## src/rtl/wb_arbiter2.sv

```systemverilog
// Two-master Wishbone arbiter: round-robin grant on cyc, bus held for the whole cycle.
// Optional slave-response watchdog enabled by defining ARB_TIMEOUT_EN.
module wb_arbiter2 #(
   parameter int TIMEOUT = 255
) (
   input  logic        wb_clk_i,
   input  logic        wb_rst_i,
   input  logic [18:0] m0_adr_i,
   input  logic [15:0] m0_dat_i,
   input  logic [1:0]  m0_sel_i,
   input  logic        m0_we_i,
   input  logic        m0_tga_i,
   input  logic        m0_stb_i,
   input  logic        m0_cyc_i,
   output logic [15:0] m0_dat_o,
   output logic        m0_ack_o,
   input  logic [18:0] m1_adr_i,
   input  logic [15:0] m1_dat_i,
   input  logic [1:0]  m1_sel_i,
   input  logic        m1_we_i,
   input  logic        m1_tga_i,
   input  logic        m1_stb_i,
   input  logic        m1_cyc_i,
   output logic [15:0] m1_dat_o,
   output logic        m1_ack_o,
   output logic [18:0] s_adr_o,
   output logic [15:0] s_dat_o,
   output logic [1:0]  s_sel_o,
   output logic        s_we_o,
   output logic        s_tga_o,
   output logic        s_stb_o,
   output logic        s_cyc_o,
   input  logic [15:0] s_dat_i,
   input  logic        s_ack_i,
   output logic [1:0]  gnt_o,
   output logic        arb_err_o
);

   typedef enum logic [1:0] {
      IDLE = 2'd0,
      GNT0 = 2'd1,
      GNT1 = 2'd2
   } state_t;

   state_t      r_state;
   state_t      w_nextState;
   logic        r_prio;
   logic        w_g0;
   logic        w_g1;
   logic        w_timeout;
   logic [15:0] w_rdData;

   if (TIMEOUT < 2 || TIMEOUT > 65535) begin : g_badTimeout
      $error("wb_arbiter2: TIMEOUT must lie in 2..65535");
   end

   // r_prio names the master that wins a tie: 0 = M0, 1 = M1
   always_comb begin
      w_nextState = r_state;
      case (r_state)
         IDLE: begin
            if (m0_cyc_i && m1_cyc_i) w_nextState = r_prio ? GNT1 : GNT0;
            else if (m0_cyc_i)        w_nextState = GNT0;
            else if (m1_cyc_i)        w_nextState = GNT1;
         end
         GNT0:    if (!m0_cyc_i) w_nextState = m1_cyc_i ? GNT1 : IDLE;
         GNT1:    if (!m1_cyc_i) w_nextState = m0_cyc_i ? GNT0 : IDLE;
         default: w_nextState = IDLE;
      endcase
   end

   always_ff @(posedge wb_clk_i) begin
      if (wb_rst_i) begin
         r_state <= IDLE;
         r_prio  <= 1'b0;
      end else begin
         r_state <= w_nextState;
         if (w_nextState == GNT0 && r_state != GNT0)      r_prio <= 1'b1;
         else if (w_nextState == GNT1 && r_state != GNT1) r_prio <= 1'b0;
      end
   end

   assign w_g0  = (r_state == GNT0);
   assign w_g1  = (r_state == GNT1);
   assign gnt_o = {w_g1, w_g0};

   always_comb begin
      s_adr_o = '0;
      s_dat_o = '0;
      s_sel_o = '0;
      s_we_o  = 1'b0;
      s_tga_o = 1'b0;
      s_stb_o = 1'b0;
      s_cyc_o = 1'b0;
      if (w_g0) begin
         s_adr_o = m0_adr_i;
         s_dat_o = m0_dat_i;
         s_sel_o = m0_sel_i;
         s_we_o  = m0_we_i;
         s_tga_o = m0_tga_i;
         s_stb_o = m0_stb_i;
         s_cyc_o = m0_cyc_i;
      end else if (w_g1) begin
         s_adr_o = m1_adr_i;
         s_dat_o = m1_dat_i;
         s_sel_o = m1_sel_i;
         s_we_o  = m1_we_i;
         s_tga_o = m1_tga_i;
         s_stb_o = m1_stb_i;
         s_cyc_o = m1_cyc_i;
      end
   end

`ifdef ARB_TIMEOUT_EN
   localparam logic [15:0] TIMEOUT_LIMIT = 16'(TIMEOUT);
   logic [15:0] r_wdCnt;

   // Watchdog fakes an all-ones ack so an undecoded access cannot hang the master
   assign w_timeout = s_stb_o && !s_ack_i && (r_wdCnt == TIMEOUT_LIMIT);
   assign arb_err_o = w_timeout;

   always_ff @(posedge wb_clk_i) begin
      if (wb_rst_i || !s_stb_o || s_ack_i || w_timeout || (w_nextState != r_state))
         r_wdCnt <= '0;
      else
         r_wdCnt <= r_wdCnt + 16'd1;
   end
`else
   assign w_timeout = 1'b0;
   assign arb_err_o = 1'b0;
`endif

   assign w_rdData = w_timeout ? 16'hFFFF : s_dat_i;
   assign m0_dat_o = w_rdData;
   assign m1_dat_o = w_rdData;
   assign m0_ack_o = (s_ack_i || w_timeout) && w_g0;
   assign m1_ack_o = (s_ack_i || w_timeout) && w_g1;

endmodule

```

## config.mk

```make
export PLATFORM = sky130hd
export DESIGN_NAME = wb_arbiter2
export DESIGN_NICKNAME = d
export VERILOG_FILES = /design/src/rtl/wb_arbiter2.sv
export SDC_FILE = /design/constraint.sdc
export NUM_CORES = 1
export LEC_CHECK = 0
export CORE_UTILIZATION = 17
export DETAILED_ROUTE_END_ITERATION = 6
export GPL_TIMING_DRIVEN = 0
export PLACE_DENSITY = 0.83
export SKIP_LAST_GASP = 1
export SYNTH_ARGS = -nofsm -noshare
export SYNTH_HDL_FRONTEND = slang
export SYNTH_SLANG_ARGS = --single-unit
```

## constraint.sdc

```tcl
create_clock -name wb_clk_i -period 1.05 [get_ports wb_clk_i]
set_input_delay 0.21 -clock wb_clk_i [delete_from_list [all_inputs] [get_ports wb_clk_i]]
set_output_delay 0.21 -clock wb_clk_i [all_outputs]
set_load 0.03 [all_outputs]
```

Yosys cells after proc, flatten, opt, wreduce, memory -nomap -nowiden
Cells that the tools add are included.
{"block": "classes", "add_sub_neg": 0, "mul": 0, "div_mod_pow": 0, "magnitude_cmp": 0, "n_eq_ne": 6, "shifts": 0, "n_mux": 25, "n_bitwise": 0, "reduce_logical": 7}
{"operator": "19-bit 2-to-1 mux", "count": 2}
{"operator": "16-bit 2-to-1 mux", "count": 2}
{"operator": "2-bit 2-to-1 mux", "count": 9}
{"operator": "1-bit 2-to-1 mux", "count": 11}
{"operator": "2-bit case mux with 3 select lines", "count": 1}
{"operator": "1-bit logical AND", "count": 5}
{"operator": "2-bit by 1-bit == test with 1-bit output (second input constant)", "count": 2}
{"operator": "2-bit == test (second input constant)", "count": 2}
{"operator": "2-bit logical NOT", "count": 1}
{"operator": "2-bit by 1-bit != test with 1-bit output (second input constant)", "count": 1}
{"operator": "2-bit != test (second input constant)", "count": 1}
{"operator": "2-bit nonzero test", "count": 1}
{"block": "word_totals", "register_bits": 3, "latchBits": 0, "mem_bits_rw": 0, "romBits": 0, "inputBits": 101, "out_inout_bits": 78, "elab_cells": 40, "mem_count": 0}

Longest topological paths before layout
{"block": "depth", "ltp_word": 8, "mapped_depth": 4, "mapped_depth_nobuf": 3}

Least setup slack after synthesis
Ideal clock, no wire load.
{"block": "synth_timing", "path_type": "register to output", "start": "register r_state[1]", "end": "output s_adr_o[0]", "t_arrival_ps": 1096, "required_ps": 840, "slack_ps": -256, "stages_incl_launch_ff": 5, "path_buffers": 2, "cell_sequence": "dfxtp_1 -> nor2b_1 -> buf_6 -> buf_6 -> a22o_1"}
{"block": "synth_between", "elab_chain_cells": 3, "elab_cells_between_ends": 4, "classes_between": "eq/ne: 2; mux: 2"}
{"item": "from (decl)", "line_no": "45", "text": "state_t r_state;"}
{"item": "from (signal assigned)", "line_no": "77", "text": "r_state <= w_nextState;"}
{"item": "2-bit == test", "line_no": "84", "text": "assign w_g1 = (r_state == GNT1);"}
{"item": "19-bit 2-to-1 mux", "line_no": "103", "text": "end else if (w_g1) begin"}
{"item": "19-bit 2-to-1 mux (*)", "line_no": "95", "text": "if (w_g0) begin"}
{"item": "to (decl)", "line_no": "26", "text": "output logic [18:0] s_adr_o,"}
Every way passes the cells marked *; elsewhere a longest branch is shown, timed or not.

Worst setup path in the final report
{"block": "layout_timing", "start": "register r_state[0]", "end": "output s_dat_o[10]"}
{"block": "layout_between", "elab_chain_cells": 3, "elab_cells_between_ends": 4, "classes_between": "eq/ne: 2; mux: 2"}
{"item": "2-bit == test", "line_no": "84"}
{"item": "16-bit 2-to-1 mux", "line_no": "103"}
{"item": "16-bit 2-to-1 mux (*)", "line_no": "95"}
{"item": "to (decl)", "line_no": "27", "text": "output logic [15:0] s_dat_o,"}
Marked as above.

==> run summary <==
• -22.31 ns — final-layout setup total negative slack
• 1.56 nW — Leak Pwr
• 18.2% — initial core utilization
• 0.00110 ns — maximum clock skew at final layout
• 74.2 um — width of the die
• 1 — number of levels in the clock H-tree
• 866 uW — net switching power figure
• 5 — number of cells on the worst reg-to-reg path
• 179 — number of primary I/O pins
• 264% — Area Overhead vs Synth
• 692 nW/um^2 — power density cells
• 16.2 um — Avg WL per Cell
• r_state[0] — reg-to-reg critical path startpoint
• 0 — Synth warnings
• 0.84 ns — required time of the critical path
• 8.45 um^2 — Syn Area/Cell
• 0 — Fin. Hold Viols
• m1_cyc_i — startpoint of the lowest-slack hold path
• 4 — TritonRoute pass-1 iters
• 0 — maximum capacitance violations
• 206 — Synth Net Count
• r_state[1] — worst-case hold path end point
• 1.56 ns — minimum clock period after layout
• 17 — distinct cell type count after synthesis
• 3 — total clock sinks
• 25 — cell row count
• 1.37 mW — internal power
• 105 — number of instances in the synthesized netlist
• 381 — net count reported at finish
• 4.38 — Vias per Instance
• nor2b_1, buf_6, buf_8, a22o_4, buf_6 — critical path cell sequence
• complete, but fails checks — status
• clkbuf_8 — clock root buffer
• 40.5% — fraction of synthesized cell area taken by the top area cell type
• -0.511 ns — setup slack of the critical path after layout
• clkdlybuf4s50_1, buf_6, buf_4 — most used cells in the layout excluding fill and tap cells
• 3 — Critical path buffers and inverters
• negative setup slack — failing checks
• 0 — antenna fix cells
• 0 — Final Max Slew Viols
• 333 — placed insts
• 5510 um^2 — Total Die Area
• 0.641 GHz — top achievable clock speed
• flop to output port — critical path start-end classification
• 0.352 ns — worst-case hold slack
• built — clock tree from TritonCTS
• 149% — share of the clock period used by the worst path after layout
• 0.03 ns — Clk pin slew, worst setup/hold paths
• 0 — global route overflow
• 5.7% — sequential group share of total power
• primary input to flop — worst hold path type
• -0.01 ns — Worst R2R Setup Slack
• 1517 — number of vias after detailed routing
• 2 — clk buf depth
• 16.8% — GRT Total Usage
• 2.24 mW — Power Total
• 346 — number of cells in the finished layout apart from fillers
• buf_6 — most frequent CP cell
• 54.5% — fraction of final layout cells sized beyond drive strength 1
• 161 — number of port buffers
• 0 — post-route ant nets
• 4880 um^2 — Core Area
• 74.2 um — height of the die
• 6.77% — register area share after synthesis
• 1.35 ns — signal arrival time at the worst endpoint
• 0.000648 V — Worst IR Drop VDD
• 44 — number of violations reported at the end of detailed-routing iteration 0
• 3 — worst hold stages
• 0.22 ns — clock network latency to the later pin of the worst-skew pair
• 4.20 mm — half-perimeter wire length after detailed placement
• a22o_1 — cell type contributing the most total cell area after synthesis
• a22o_1, buf_4, buf_6, dfxtp_1, nor2b_1 — top post-synthesis cells by area
• 0 — drc violations
• output port — sort of element at the end of the critical path
• 5.61 mm — final routed wirelength across all metal layers
• 0.739 — global placer's final weighted congestion
• 3 — CTS buffer count
• 38.7% — switching part of the total power
• 79.2% — portion of total power attributed to combinational logic
• dfxtp_4 — highest-delay cell along the critical path
• 46 — setup violation total in the final timing report
• true — setup repair after global routing missed its margin
• 11 — largest net degree at the start of global routing
• 0.33 ns — maximum cell stage delay along the critical path
• flop — kind of start point of the critical path
• 392 — number of filler cells placed in the layout
• buffers and inverters — CP top delay family
• 10 — largest driver fanout on the critical path
• 3 — register bit total from synthesis
• 7.13 mm — first-pass GRT wire length
• 1480 — via count of the first global-routing pass
• 887 um^2 — post-synthesis instance area
• r_state[0] — RR Endpoint
• 0 — antenna violations before repair
• 15.1% — portion of total power attributed to the clock network
• clkdlybuf4s50_1 — leading cell type in the layout, fill and taps excluded
routing by layer:
layer | share of wire [%] | track usage [%] | vias up
met5 | 0 | 0 | -
met4 | 1.5 | 5.24 | 0
met3 | 12 | 7.05 | 11
met2 | 52 | 31.6 | 104
met1 | 34 | 16.8 | 691
li1 | - | - | 711
repair_timing:
item,CTS,global route
cloned,1,2
pin swaps,1,3
resized for setup,352,18
hold buffers,0,0
endpoints found under the setup margin,78,47
setup buffers,6,1
cells by family (layout without fill, tap and decap cells):
logic type / count (synthesis) / count (layout) / share of synthesized area (%)
AO/OA/AOI/OAI: 46 / 46 / 44.3
buffers and inverters: 46 / 220 / 42.3
other: 1 / 1 / 0.423
AND/OR/NAND/NOR: 9 / 9 / 6.21
flip-flops: 3 / 3 / 6.77
area by class of cell:
type                            count  area (um^2)  share of cell area (%)
Buffer                             45          443                    13.7
Multi-Input combinational cell     56          836                    25.9
Inverter                            1         3.75                   0.116
Sequential cell                     3         67.6                    2.09
Clock buffer                        4         45.0                    1.39
Timing Repair Buffer              170         1750                    54.2
Tap cell                           67         83.8                    2.59
power by group through the flow:
stage	clock, mW	combinational, mW	sequential, mW
2_1_floorplan	0	0.887	0.135
3_3_place_gp	0	1.61	0.136
3_5_place_dp	0	1.63	0.137
4_1_cts	0.345	1.69	0.127
5_1_grt	0.360	1.84	0.130
6_report	0.337	1.77	0.128
worst register-to-register path: stages (launching register included):
cell and delay (ns):
dfxtp_4 0.33, buf_6 0.11, buf_4 0.15, nor2b_1 0.11, o22ai_1 0.08, and3b_1 0.16
flip-flops by register name, indices dropped and copies added, names as in the netlist:
signal / cells
r_state: 2
r_prio: 1
Yosys cell counts:
cell type,number
dfxtp_1,3
nor2b_1,3
a22o_1,41
nor3_1,1
and3b_1,1
o21ai_0,1
buf_4,36
nor2_1,1
a21oi_1,1
inv_1,1
o311ai_0,1
and2_1,2
o22a_1,1
conb_1,1
buf_6,9
nand2b_1,1
o22ai_1,1
worst max path at each step:
stage,startpoint,end,slack [ns],depth (start not counted)
2_1_floorplan,r_state[0],s_adr_o[0],-0.17,4
3_3_place_gp,r_state[0],s_adr_o[3],-0.85,5
3_5_place_dp,r_state[0],s_adr_o[3],-0.86,5
4_1_cts,r_state[0],s_dat_o[7],-0.52,6
5_1_grt,r_state[0],s_adr_o[9],-0.55,6
6_report,r_state[0],s_dat_o[10],-0.51,5
through the flow:
stage	area [um^2]	setup WS, ns	utilization [%]
after floorplan	1260	-0.167	-
after global placement	2950	-0.847	60.5
after detailed placement	2950	-0.858	60.5
after CTS	3110	-0.522	63.6
after global routing	3230	-0.546	66.2
final	3230	-0.511	66.2
Power figures use the tool's default switching activity.
